[src/rtl/iter_2d_scan_pkg.sv]
// Shared types and helpers for the 2-D raster scan sequencer.
// The FSM state encoding lives here so the top and any future siblings agree on it.
package iter_2d_scan_pkg;

  typedef enum logic {
    S_IDLE = 1'b0,
    S_RUN  = 1'b1
  } state_t;

  // Counter width for an inclusive 0..max_val range; a zero-span axis still needs one bit.
  function automatic int cnt_width(input int max_val);
    return (max_val > 0) ? $clog2(max_val + 1) : 1;
  endfunction

endpackage

[src/rtl/iter_2d_scan_axis.sv]
// One axis counter of the scan: counts 0..MAX on inc and wraps by compare.
// clr returns to 0 regardless of inc; at_max flags the last value of the axis.
module iter_2d_scan_axis
  import iter_2d_scan_pkg::*;
#(
  parameter  int MAX = 1,
  localparam int W   = cnt_width(MAX)
) (
  input  logic         clk,
  input  logic         reset,
  input  logic         clr,
  input  logic         inc,
  output logic [W-1:0] val,
  output logic         at_max
);

  localparam logic [W-1:0] MAX_V = W'(MAX);

  assign at_max = (val == MAX_V);

  always_ff @(posedge clk or negedge reset) begin
    if (!reset) begin
      val <= '0;
    end else if (clr) begin
      val <= '0;
    end else if (inc) begin
      val <= at_max ? '0 : val + 1'b1;
    end
  end

endmodule

[src/rtl/iter_2d_scan.sv]
// Row-major (x fastest) coordinate sequencer with valid/ready output,
// first/last beat markers, a one-cycle done pulse and optional free-running mode.
module iter_2d_scan
  import iter_2d_scan_pkg::*;
#(
  parameter  int X_MAX      = 639,
  parameter  int Y_MAX      = 479,
  parameter  int CONTINUOUS = 0,
  localparam int XW         = cnt_width(X_MAX),
  localparam int YW         = cnt_width(Y_MAX)
) (
  input  logic          clk,
  input  logic          reset,
  input  logic          start,
  input  logic          stop,
  input  logic          out_ready,
  output logic          out_valid,
  output logic [XW-1:0] out_x,
  output logic [YW-1:0] out_y,
  output logic          out_first,
  output logic          out_last,
  output logic          busy,
  output logic          done
);

  state_t state;
  logic   beat;
  logic   stop_run;
  logic   x_inc;
  logic   y_inc;
  logic   x_at_max;
  logic   y_at_max;

  assign out_valid = (state == S_RUN);
  assign busy      = (state == S_RUN);
  assign beat      = out_valid & out_ready;
  assign stop_run  = out_valid & stop;

  // stop wins over a same-cycle beat: the beat is still delivered, but not advanced past.
  assign x_inc = beat & ~stop_run;
  assign y_inc = x_inc & x_at_max;

  iter_2d_scan_axis #(.MAX(X_MAX)) u_x_axis (
    .clk    (clk),
    .reset  (reset),
    .clr    (stop_run),
    .inc    (x_inc),
    .val    (out_x),
    .at_max (x_at_max)
  );

  iter_2d_scan_axis #(.MAX(Y_MAX)) u_y_axis (
    .clk    (clk),
    .reset  (reset),
    .clr    (stop_run),
    .inc    (y_inc),
    .val    (out_y),
    .at_max (y_at_max)
  );

  assign out_first = out_valid & (out_x == '0) & (out_y == '0);
  assign out_last  = out_valid & x_at_max & y_at_max;

  // NOTE: clocked state uses non-blocking assignments so every register samples pre-edge values.
  always_ff @(posedge clk or negedge reset) begin
    if (!reset) begin
      state <= S_IDLE;
      done  <= 1'b0;
    end else begin
      done <= 1'b0;
      case (state)
        S_IDLE: begin
          if (start) state <= S_RUN;
        end
        S_RUN: begin
          if (stop) begin
            state <= S_IDLE;
          end else if (beat && x_at_max && y_at_max) begin
            done <= 1'b1;
            if (CONTINUOUS == 0) state <= S_IDLE;
          end
        end
        default: state <= S_IDLE;
      endcase
    end
  end

endmodule

[config.mk]
export PLATFORM = sky130hd
export DESIGN_NAME = iter_2d_scan
export DESIGN_NICKNAME = d
export VERILOG_FILES = /design/src/rtl/iter_2d_scan_pkg.sv /design/src/rtl/iter_2d_scan_axis.sv /design/src/rtl/iter_2d_scan.sv
export SDC_FILE = /design/constraint.sdc
export NUM_CORES = 1
export LEC_CHECK = 0
export BUFFER_PORTS_ARGS = -buffer_cell sky130_fd_sc_hd__buf_2
export CORE_MARGIN = 5
export CORE_UTILIZATION = 45
export CTS_CLUSTER_DIAMETER = 200
export DETAILED_ROUTE_END_ITERATION = 10
export PLACE_DENSITY = 0.68
export SYNTH_ARGS = -nofsm -noshare
export SYNTH_HDL_FRONTEND = slang
export SYNTH_SLANG_ARGS = --single-unit
[constraint.sdc]
create_clock -name clk -period 2.9 [get_ports clk]
set_clock_uncertainty 0.1 [all_clocks]
set_input_delay 0.145 -clock clk [delete_from_list [all_inputs] [get_ports clk]]
set_output_delay 0.145 -clock clk [all_outputs]
set_load 0.02 [all_outputs]
==> results_dict.tcl <==
set metrics [dict create \
    cts_buffers 3 \
    critPathSlowestCell "or4_4" \
    antenna_cells 0 \
    dr.pass1.iters 4 \
    dieArea_mm2 0.00402 \
    reg2reg_to "u_y_axis.val[8]" \
    powerDensity_mw_per_mm2 364 \
    arrival_ps 2460 \
    leakagePower_uw 0.000690 \
    min-delay-path-class "input port to flip-flop" \
    required_ps 3040 \
    vias_per_cell 6.16 \
    synth_top_area_share_pct 40.9 \
    clk_pin_slew_ps 120 \
    pwr-share-clk_pct 27.6 \
    cts_tree "built" \
    synth_area_leader_cell "dfrtp_1" \
    synth_edf_count 0 \
    max_stage_delay_ps 560 \
    switching_share_pct 28.7 \
    tns_ps 0 \
    timing.rr.start "u_x_axis.val[7]" \
    clock_path_buffers 2 \
    initial_core_util_pct 46.6 \
    grt-ovfl-total 0 \
    p_switching_uw 153 \
    dp_hpwl_um 2370 \
    multi_input_area_um2 674 \
    grt_max_degree 22 \
    hold_path_end "u_y_axis.val[3]" \
    hold_path_depth 3 \
    hold_viol 0 \
    drt-wirelength-per-cell_um 15.9 \
    path_cells "or3b_1 -> or4_4 -> or4b_1 -> a21oi_1" \
    finalNonFillerCells 202 \
    start_kind "flip-flop" \
    layout.cells.most_common_list "buf_2, dfrtp_1, o21ai_0" \
    endpoint_kind "flip-flop" \
    fin_crit_ps 2320 \
    drt_wl_total_um 3220 \
    path_buf_inv 0 \
    synth_cell_types 42 \
    regArea_um2 526 \
    fillCellCount 277 \
    ys_seq_area_share_pct 40.9 \
    postSynth.asyncResetShare_pct 100 \
    r2r_slack_ps 580 \
    vias 1244 \
    yosys_warnings 0 \
    drive_above_1_share_pct 22.8 \
    peakVddDrop_uv 305 \
    combPwrFrac_pct 14.4 \
    grt_pass1_vias 1255 \
    pwr-share-seq_pct 58.0 \
    postCtsSetupBuffers 0 \
    grt_setup_unrepaired "no" \
    fin_crit_sh_pct 79.9 \
    row_count 19 \
    crit_family "simple AND/OR/NAND/NOR gates" \
    syn-num-nets 152 \
    setup_violations 0 \
    report.final.slew_viol_count 0 \
    cts.sinks 21 \
    dp_cells 196 \
    post_cts_resized 0 \
    cts_max_level 1 \
    pre_cts_ws_ps 610 \
    final_util_pct 53.0 \
    cts-root-buf "clkbuf_4" \
    antenna_found_initial 0 \
    io_pins 29 \
    grt_pass1_wl_um 5800 \
    port_buffers 28 \
    p_int_uw 379 \
    setup_slack_ps 583 \
    synth_ff_type "dfrtp_1" \
    first_iter_violations 62 \
    final_common_cell "buf_2" \
    syn2layout_area_growth_pct 13.8 \
    postSynthCellCount 143 \
    synth_area_leaders "dfrtp_1, o21ai_0, a21oi_1, ha_1, nand2_1" \
    core_area_mm2 0.00276 \
    critPathMaxFanout 11 \
    die_y_um 63.4 \
    gr-usage-all-layers_pct 17.4 \
    gp_congestion 0.878 \
    relSlewSlack_pct 58.7 \
    worst_slew_pin_slew_ps 616 \
    route.detailed.drc 0 \
    final_antenna_net_count 0 \
    syn-cell-area_mm2 0.00128 \
    num-nets-final 181 \
    die_x_um 63.4 \
    synth_seq_cells 21 \
    crit_type "flip-flop to flip-flop" \
    avgSynthCellArea_um2 8.99 \
    rr_worst_depth 4 \
    max_cap_violations 0 \
    status "finished clean" \
    worstHoldStart "stop" \
    fmax_ghz 0.432 \
    clock_latency_ps 310 \
]
[worst max-delay path by stage]
stage | startpoint | cells past startpoint | endpoint | slack [ps]
6_report | u_x_axis.val[7] | 4 | u_y_axis.val[8] | 580
5_1_grt | u_x_axis.val[7] | 4 | u_y_axis.val[8] | 450
4_1_cts | u_x_axis.val[7] | 4 | u_y_axis.val[8] | 570
3_5_place_dp | u_x_axis.val[7] | 4 | u_y_axis.val[8] | 610
3_3_place_gp | u_x_axis.val[7] | 4 | u_y_axis.val[8] | 680
2_1_floorplan | u_x_axis.val[7] | 5 | u_y_axis.val[5] | 590
[per-layer routing]
| metal | up-vias | part of all wire, % | GRT usage (%) |
|---|---|---|---|
| li1 | 594 | - | - |
| met1 | 605 | 41 | 21.3 |
| met2 | 37 | 51 | 29.4 |
| met3 | 8 | 6.2 | 3.73 |
| met4 | 0 | 1.6 | 6.75 |
| met5 | - | 0 | 0 |
[cells in the mapped netlist (all sizes together) (2+ instances only)]
| cell | count |
|---|---|
| nand3b | 2 |
| nand3 | 5 |
| inv | 8 |
| nor4 | 3 |
| nor2 | 7 |
| o21ai | 18 |
| nand2 | 11 |
| dfrtp | 21 |
| nand4 | 7 |
| a31oi | 3 |
| a32o | 2 |
| and2 | 4 |
| o41ai | 2 |
| and4 | 2 |
| a21oi | 11 |
| ha | 4 |
| and3 | 5 |
| nor3 | 2 |
| clkbuf | 3 |
| or3 | 3 |
| or4 | 4 |
| buf | 4 |
[power groups by stage]
stage | combinational [uW] | sequential [uW] | clock (uW)
2_1_floorplan | 44.2 | 319 | 0
3_3_place_gp | 73.8 | 313 | 0
3_5_place_dp | 75.5 | 315 | 0
4_1_cts | 78.0 | 309 | 150
5_1_grt | 88.8 | 310 | 166
6_report | 76.7 | 309 | 147
[worst reg2reg max path, stage by stage, from the launching register on]
cell	delay, ps
dfrtp_1	470
or3b_1	440
or4_4	560
or4b_1	520
a21oi_1	160
[registers in the layout (all words and copies together), names as in the netlist]
register,count
u_x_axis.val,10
done,1
busy,1
u_y_axis.val,9
[metrics by stage]
stage	power (uW)	hold slack, ps	instance area, um^2
after CTS	537	128	1460
final	532	128	1460
after global routing	565	124	1460
after floorplan	363	-251	1280
after global placement	387	33.0	1420
after detailed placement	390	38.1	1420
[area by class of cell]
type | instances | share of cell area, %
multi-input combinational | 107 | 46.1
clock buffer | 4 | 1.80
sequential | 21 | 35.9
timing repair buffer | 31 | 11.5
tap | 31 | 2.65
inverter | 8 | 2.05
[cell families after synthesis]
group | Yosys count | synth area share [%]
buffers and inverters | 15 | 6.62
AND/OR/NAND/NOR | 62 | 29.3
AO/OA/AOI/OAI | 40 | 18.4
adder cells (fa/ha/maj) | 4 | 3.89
flip-flops | 21 | 40.9
multiplexers | 1 | 0.876
[what timing repair did]
item                                    CTS  global route
endpoints found under the setup margin    0             0
hold buffers                              2             0
hold endpoints to repair                 22             0
Note: power is estimated with default switching activity, not from simulation.
